$ cat src/rtl/frv_mem_arbiter.sv
// frv_mem_arbiter
//   Two-to-one arbiter sharing one memory bus between the instruction fetch
//   port (imem) and the load/store port (dmem). The chosen requester is held
//   (locked) until the bus grants it. Responses return in order and are routed
//   back to their issuer through a one-bit-per-entry owner FIFO.
//
//   Parameters : MAX_OUTSTANDING - granted-but-unanswered transactions (1..8,
//                power of two); this is also the owner FIFO depth.
//   Build macro: FRV_MEM_ARBITER_ROUND_ROBIN_EN - when defined, unlocked
//                arbitration alternates between requesters. When undefined,
//                dmem has fixed priority over imem.
//
//   Ports:
//     g_clk, g_reset             clock, synchronous active-high reset
//     imem_* / dmem_*            requester side: req/wen/strb/addr/wdata in,
//                                gnt/recv/error/rdata out, ack in
//     bus_*                      shared side: req/wen/strb/addr/wdata/ack out,
//                                gnt/recv/error/rdata in
module frv_mem_arbiter #(
    parameter int unsigned MAX_OUTSTANDING = 4
) (
    input  logic        g_clk,
    input  logic        g_reset,

    input  logic        imem_req,
    input  logic        imem_wen,
    input  logic [3:0]  imem_strb,
    input  logic [31:0] imem_addr,
    input  logic [31:0] imem_wdata,
    output logic        imem_gnt,
    output logic        imem_recv,
    input  logic        imem_ack,
    output logic        imem_error,
    output logic [31:0] imem_rdata,

    input  logic        dmem_req,
    input  logic        dmem_wen,
    input  logic [3:0]  dmem_strb,
    input  logic [31:0] dmem_addr,
    input  logic [31:0] dmem_wdata,
    output logic        dmem_gnt,
    output logic        dmem_recv,
    input  logic        dmem_ack,
    output logic        dmem_error,
    output logic [31:0] dmem_rdata,

    output logic        bus_req,
    output logic        bus_wen,
    output logic [3:0]  bus_strb,
    output logic [31:0] bus_addr,
    output logic [31:0] bus_wdata,
    input  logic        bus_gnt,
    input  logic        bus_recv,
    output logic        bus_ack,
    input  logic        bus_error,
    input  logic [31:0] bus_rdata
);

    localparam int unsigned PTR_W = (MAX_OUTSTANDING > 1) ? $clog2(MAX_OUTSTANDING) : 1;
    localparam int unsigned CNT_W = $clog2(MAX_OUTSTANDING) + 1;

    typedef enum logic {
        OWN_IMEM = 1'b0,
        OWN_DMEM = 1'b1
    } owner_t;

    // State
    logic             lock_valid_q;
    owner_t           lock_owner_q;
    owner_t           fifo_q [MAX_OUTSTANDING];
    logic [PTR_W-1:0] head_q;
    logic [PTR_W-1:0] tail_q;
    logic [CNT_W-1:0] count_q;
`ifdef FRV_MEM_ARBITER_ROUND_ROBIN_EN
    owner_t           rr_pref_q;
`endif

    // Combinational
    owner_t           owner;
    owner_t           head_owner;
    logic             sel_req;
    logic             fifo_empty;
    logic             push;
    logic             pop;
    logic             cap_ok;
    logic [PTR_W-1:0] head_nxt;
    logic [PTR_W-1:0] tail_nxt;

    // Owner selection and request forwarding
    always_comb begin
        owner = OWN_IMEM;
        if (lock_valid_q) begin
            owner = lock_owner_q;
        end else begin
`ifdef FRV_MEM_ARBITER_ROUND_ROBIN_EN
            if (imem_req && dmem_req)
                owner = rr_pref_q;
            else
                owner = dmem_req ? OWN_DMEM : OWN_IMEM;
`else
            owner = dmem_req ? OWN_DMEM : OWN_IMEM;
`endif
        end

        sel_req = (owner == OWN_DMEM) ? dmem_req : imem_req;

        // A same-cycle pop frees a slot, so a full FIFO still admits a request.
        cap_ok  = (count_q < CNT_W'(MAX_OUTSTANDING)) || pop;
        bus_req = lock_valid_q ? sel_req : (sel_req && cap_ok);

        bus_wen   = (owner == OWN_DMEM) ? dmem_wen   : imem_wen;
        bus_strb  = (owner == OWN_DMEM) ? dmem_strb  : imem_strb;
        bus_addr  = (owner == OWN_DMEM) ? dmem_addr  : imem_addr;
        bus_wdata = (owner == OWN_DMEM) ? dmem_wdata : imem_wdata;

        push     = bus_req && bus_gnt;
        imem_gnt = push && (owner == OWN_IMEM);
        dmem_gnt = push && (owner == OWN_DMEM);
    end

    // Response routing
    always_comb begin
        fifo_empty = (count_q == '0);
        head_owner = fifo_q[head_q];

        // A response with nothing outstanding is a protocol violation: it is
        // neither routed nor acknowledged and leaves the state untouched.
        imem_recv = bus_recv && !fifo_empty && (head_owner == OWN_IMEM);
        dmem_recv = bus_recv && !fifo_empty && (head_owner == OWN_DMEM);
        bus_ack   = !fifo_empty && ((head_owner == OWN_DMEM) ? dmem_ack : imem_ack);
        pop       = bus_recv && bus_ack;

        imem_error = bus_error;
        dmem_error = bus_error;
        imem_rdata = bus_rdata;
        dmem_rdata = bus_rdata;

        head_nxt = (head_q == PTR_W'(MAX_OUTSTANDING - 1)) ? '0 : head_q + 1'b1;
        tail_nxt = (tail_q == PTR_W'(MAX_OUTSTANDING - 1)) ? '0 : tail_q + 1'b1;
    end

    always_ff @(posedge g_clk) begin
        if (g_reset) begin
            lock_valid_q <= 1'b0;
            lock_owner_q <= OWN_IMEM;
            head_q       <= '0;
            tail_q       <= '0;
            count_q      <= '0;
            for (int unsigned i = 0; i < MAX_OUTSTANDING; i++)
                fifo_q[i] <= OWN_IMEM;
`ifdef FRV_MEM_ARBITER_ROUND_ROBIN_EN
            rr_pref_q    <= OWN_IMEM;
`endif
        end else begin
            if (push) begin
                lock_valid_q <= 1'b0;
            end else if (bus_req) begin
                lock_valid_q <= 1'b1;
                lock_owner_q <= owner;
            end

            if (push) begin
                fifo_q[tail_q] <= owner;
                tail_q         <= tail_nxt;
            end
            if (pop)
                head_q <= head_nxt;

            count_q <= count_q + CNT_W'(push) - CNT_W'(pop);

`ifdef FRV_MEM_ARBITER_ROUND_ROBIN_EN
            if (push)
                rr_pref_q <= (owner == OWN_DMEM) ? OWN_IMEM : OWN_DMEM;
`endif
        end
    end

endmodule

$ cat config.mk
export PLATFORM = sky130hd
export DESIGN_NAME = frv_mem_arbiter
export DESIGN_NICKNAME = d
export VERILOG_FILES = /design/src/rtl/frv_mem_arbiter.sv
export SDC_FILE = /design/constraint.sdc
export NUM_CORES = 1
export LEC_CHECK = 0
export BUFFER_PORTS_ARGS = -buffer_cell sky130_fd_sc_hd__buf_2
export CAP_MARGIN = 20
export CORE_AREA = 2 2 123 125
export DETAILED_ROUTE_END_ITERATION = 10
export DIE_AREA = 0 0 125 127
export GPL_TIMING_DRIVEN = 0
export PLACE_DENSITY = 0.52
export SYNTH_ARGS = -nofsm -noshare
export SYNTH_HDL_FRONTEND = slang
export SYNTH_SLANG_ARGS = --single-unit
$ cat constraint.sdc
create_clock -name g_clk -period 5.48 [get_ports g_clk]
set_input_delay 0.548 -clock g_clk [delete_from_list [all_inputs] [get_ports g_clk]]
set_output_delay 0.548 -clock g_clk [all_outputs]
set_load 0.01 [all_outputs]
# == Yosys cells after proc, flatten, opt, wreduce, memory -nomap -nowiden ==
# Memories as Yosys holds them, arrays and structs flattened. A register that Yosys moved wholly into a read port is not among the register bits.
# Cells that the tools add are included.
# totals
memories,1
inputBits,179
word_cells,52
mem_bits_rw,4
output_inout_bits,141
regBits,9
# mem_list
name,words,width,read_ports,rd_ports_with_merged_regs,write_ports,line_no,text
fifo_q,4,1,1,1,4,70,owner_t fifo_q [MAX_OUTSTANDING];
# op_classes
n_mux,21
magnitude_cmp,1
n_addsub,4
n_eq_ne,2
reduce_logical,15
n_bitwise,3
# op_table
operator,count
two-way mux 32 bit,2
two-way mux 1 bit,13
two-way mux 2 bit,5
logical AND 1 bit,9
adder 2 x 1 -> 2 bit (second input constant),2
== test 2 bit (second input constant),2
two-way mux 4 bit,1
adder 3 x 1 -> 3 bit,1
zero test 3 bit,1
less-than comparator 3 bit (second input constant),1
NOT 1 bit,3
subtractor 3 x 1 -> 3 bit,1
AND reduction 2 bit,1
OR reduction 2 bit,1
zero test 1 bit,1
logical OR 1 bit,1
OR reduction 1 bit,1

# == Depth between registers and ports, before layout ==
# depth
ltp_word,13
ltp_mapped,10
mapped_depth_nobuf,10

# == Worst setup path after synthesis ==
# OpenSTA, ideal clock, no wires.
# synth_timing
path_kind,register to register
from,register with a tool-made name
to,register count_q[2]
synth_period_minus_slack_ns,2.655
setup_slack_ns,2.825
setup_time_ns,0.128
required_time_ns,5.352
path_buffers,0
arrival_ns,2.527
path_stages_with_launch,11
cell_sequence,dfxtp_1 mux4_2 mux2_4 a21oi_4 ha_1 inv_1 ha_1 fa_1 xnor2_1 xnor2_1 nor2_1
# synth_lines
item,line_no,text
"end signal, assigned",169,count_q <= count_q + CNT_W'(push) - CNT_W'(pop);
"end, declared",73,logic [CNT_W-1:0] count_q;

# == Worst setup path after layout ==
# layout_timing
from,register lock_valid_q
to,output bus_wdata[18]
# layout_via
elab_chain_len,2
# layout_rtl
item,line_no,text
"start, declared",68,logic lock_valid_q;
"start signal, assigned",144,lock_valid_q <= 1'b0;
"start signal, assigned",156,lock_valid_q <= 1'b0;
"start signal, assigned",158,lock_valid_q <= 1'b1;
two-way mux 1 bit,92,if (lock_valid_q) begin
two-way mux 32 bit,114,bus_wdata = (owner == OWN_DMEM) ? dmem_wdata : imem_wdata;
"end, declared",51,"output logic [31:0] bus_wdata,"
# Every way passes these cells.

==> reports/metrics.cfg <==
[run_status]
run_status = complete, no violations

[critical_path]
cp_top_family = buffers and inverters
crit_fanout = 10
path_cells = mux2i_1 > clkbuf_1 > clkbuf_1 > mux2_2 > buf_2
crit_path_end = bus_wdata[18]
path_depth = 5
worstRegToRegCells = 10
path_buf_inv = 3
path_class = reg2out
crit_start = lock_valid_q
cp_slowest_cell = clkbuf_1
worstPathRequired_ns = 4.93
cp-end-kind = output port
rrSetupSlack_ns = 2.61
reg2reg_from = fifo_q[3]
r2r_end = count_q[2]
timing.critical_path.mode_cell = clkbuf_1
cp.arrival_ns = 2.56
cpPeakStageDelay_ns = 0.53
critPathLaunchType = flip-flop

[floorplanning]
dieArea_um2 = 15900
die_h_um = 127
core_area_um2 = 14400
ios = 320
die_w_um = 125
rows = 44
initial_core_util_pct = 15.1

[pwr]
p_clk_share_pct = 18.8
p_switching_mw = 0.282
p_leak_nw = 2.13
powerDensity_nw_per_um2 = 195
combPwrFrac_pct = 60.6
pwr-share-seq_pct = 20.6
p_int_mw = 0.485
sw_frac_of_total_pct = 36.8
ir_worst_vdd_mv = 0.113

[detailed_routing]
top_layer = met4
initialDrtViolationCount = 72
wirelength_mm = 10.5
vias_per_cell = 3.72
wl_met1_mm = 4.52
dr_wl_met2_mm = 5.09
ant_nets = 0
met3WireLength_um = 780
post-route-drc-count = 0
num_vias = 2634
routedWlPerCell_um = 14.8
firstDrtPassIters = 4

[placed_design]
dp_hpwl_mm = 9.47
place_congestion = 0.843
numPortBuffers = 286

[clock_network]
clockBufferDepth = 2
holdBufCountCts = 0
clk_latency_ns = 0.25
root_buffer = clkbuf_16
clk_pin_slew_ns = 0.05
post_cts_buffers = 0
cts_resized = 0
cts_tree = built
clock-sinks = 15
numCtsBuffers = 3
htreeDepth = 1

[grt]
grt_overflow = 0
grt_pass1_vias = 2587
grt.total_usage_pct = 12.1
grt_pass1_wl_mm = 15.1
antenna_found_initial = 1
grt_max_degree = 11

[synthesis]
async_flop_share_pct = 0
ys_top_cells_by_count = mux2_2, buf_4, dfxtp_1, nor2_1, inv_1
synth-edff-count = 4
synth_top_area_share_pct = 34.6
yosysWarnings = 0
synth_area_um2 = 2180
synth_seq_cells = 15
synth_top_cell_by_area = mux2_2
synth.avg_cell_area_um2 = 9.33
synth.area.top_cells = mux2_2, buf_4, dfxtp_1
synth_flop_cell = dfxtp_1
syn_inst = 234
post-synth-top-count-cell = mux2_2
ys_types = 33
synth_nets = 418
yosysSeqAreaShare_pct = 15.6

[sta]
hold_viol_final = 0
max_freq_mhz = 322
rsz0062_at_grt = no
fin_tns_setup_ns = 0
fin_crit_ns = 3.11
period_share_pct = 56.7
slew_headroom_pct = 50.9
timing.final.max_slew_violations = 0
fin_skew_ns = 0.00186
setup_violations = 0
worst_slew_pin_slew_ns = 0.731
holdWs_ns = 0.499

[cells_and_area]
drive_gt1_share_pct = 83.0
finish.utilization_pct = 27.2
final_nets = 709
areaGrowthSynthToFinish_pct = 79.9

[hold_path]
holdCritPathClass = reg2reg

[job]
cap_violations = 0

==> final cells by class <==
cell class | count | area (um^2)
inverters | 7 | 26.3
clock buffers | 3 | 75.1
flip-flops and latches | 15 | 340
diodes | 1 | 2.50
fillers | 1616 | 10500
well taps | 184 | 230
clock inverters | 1 | 5.00
repair buffers | 286 | 1430
multi-input cells | 137 | 1280
plain buffers | 75 | 537
==> worst reg2reg max path, delay by kind of cell, from the launching register on <==
family                   cells  cell delay [ns]
multiplexers                 2             0.90
adder cells (fa/ha/maj)      3             0.74
flip-flops                   1             0.38
AO/OA/AOI/OAI                1             0.32
XOR/XNOR                     2             0.32
AND/OR/NAND/NOR              1             0.05
buffers and inverters        1             0.04
==> through the flow <==
stage / std cells / power (mW) / instance area [um^2] / setup slack, ns
5_1_grt: 709 / 0.827 / 3930 / 2.09
6_report: 709 / 0.767 / 3930 / 2.37
4_1_cts: 708 / 0.776 / 3930 / 2.23
2_1_floorplan: 234 / 0.445 / 2180 / 2.83
3_5_place_dp: 704 / 0.629 / 3840 / 2.38
3_3_place_gp: 704 / 0.629 / 3840 / 2.37
==> worst min path at each step <==
stage	start	to	slack (ns)	depth (start not counted)
3_3_place_gp	head_q[1]	head_q[1]	0.50	2
5_1_grt	head_q[1]	head_q[1]	0.54	2
2_1_floorplan	head_q[1]	flip-flop	0.47	2
4_1_cts	head_q[1]	flip-flop	0.51	2
3_5_place_dp	head_q[1]	head_q[1]	0.50	2
6_report	head_q[1]	flip-flop	0.50	2
==> routing by layer <==
layer	vias up	GRT usage, %
met1	1161	16.5
met5	-	0
li1	1334	-
met2	132	20.3
met3	7	2.35
met4	0	1.96
==> layout by cell type, fill, tap and decap left out, drive strengths merged, types with 2 or more instances in the layout <==
cell / synthesis / final
nor3b: 2 / 2
nor2b: 6 / 6
inv: 7 / 7
mux2i: 4 / 4
nand2b: 2 / 2
xnor2: 2 / 2
nor2: 10 / 10
edfxtp: 4 / 4
a2111oi: 2 / 2
o21ai: 7 / 7
o31ai: 2 / 2
dfxtp: 11 / 11
mux2: 72 / 72
a21oi: 4 / 4
clkbuf: 3 / 6
nor3: 5 / 5
nand2: 6 / 6
or4: 2 / 2
ha: 4 / 4
buf: 72 / 358
==> cell families after synthesis <==
kind of cell	after synthesis	share of synthesized area, %
buffers and inverters	82	25.8
multiplexers	77	40.3
AND/OR/NAND/NOR	35	8.19
AO/OA/AOI/OAI	18	6.07
flip-flops	15	15.6
adder cells (fa/ha/maj)	5	3.21
XOR/XNOR	2	0.802
==> power groups by stage <==
stage	Clock [mW]	Sequential, mW	Combinational (mW)
final	0.144	0.158	0.465
after global routing	0.151	0.162	0.513
after CTS	0.147	0.159	0.471
after detailed placement	0	0.161	0.468
after global placement	0	0.161	0.468
after floorplan	0	0.154	0.290
No activity file was read; power rests on OpenSTA's default activity.
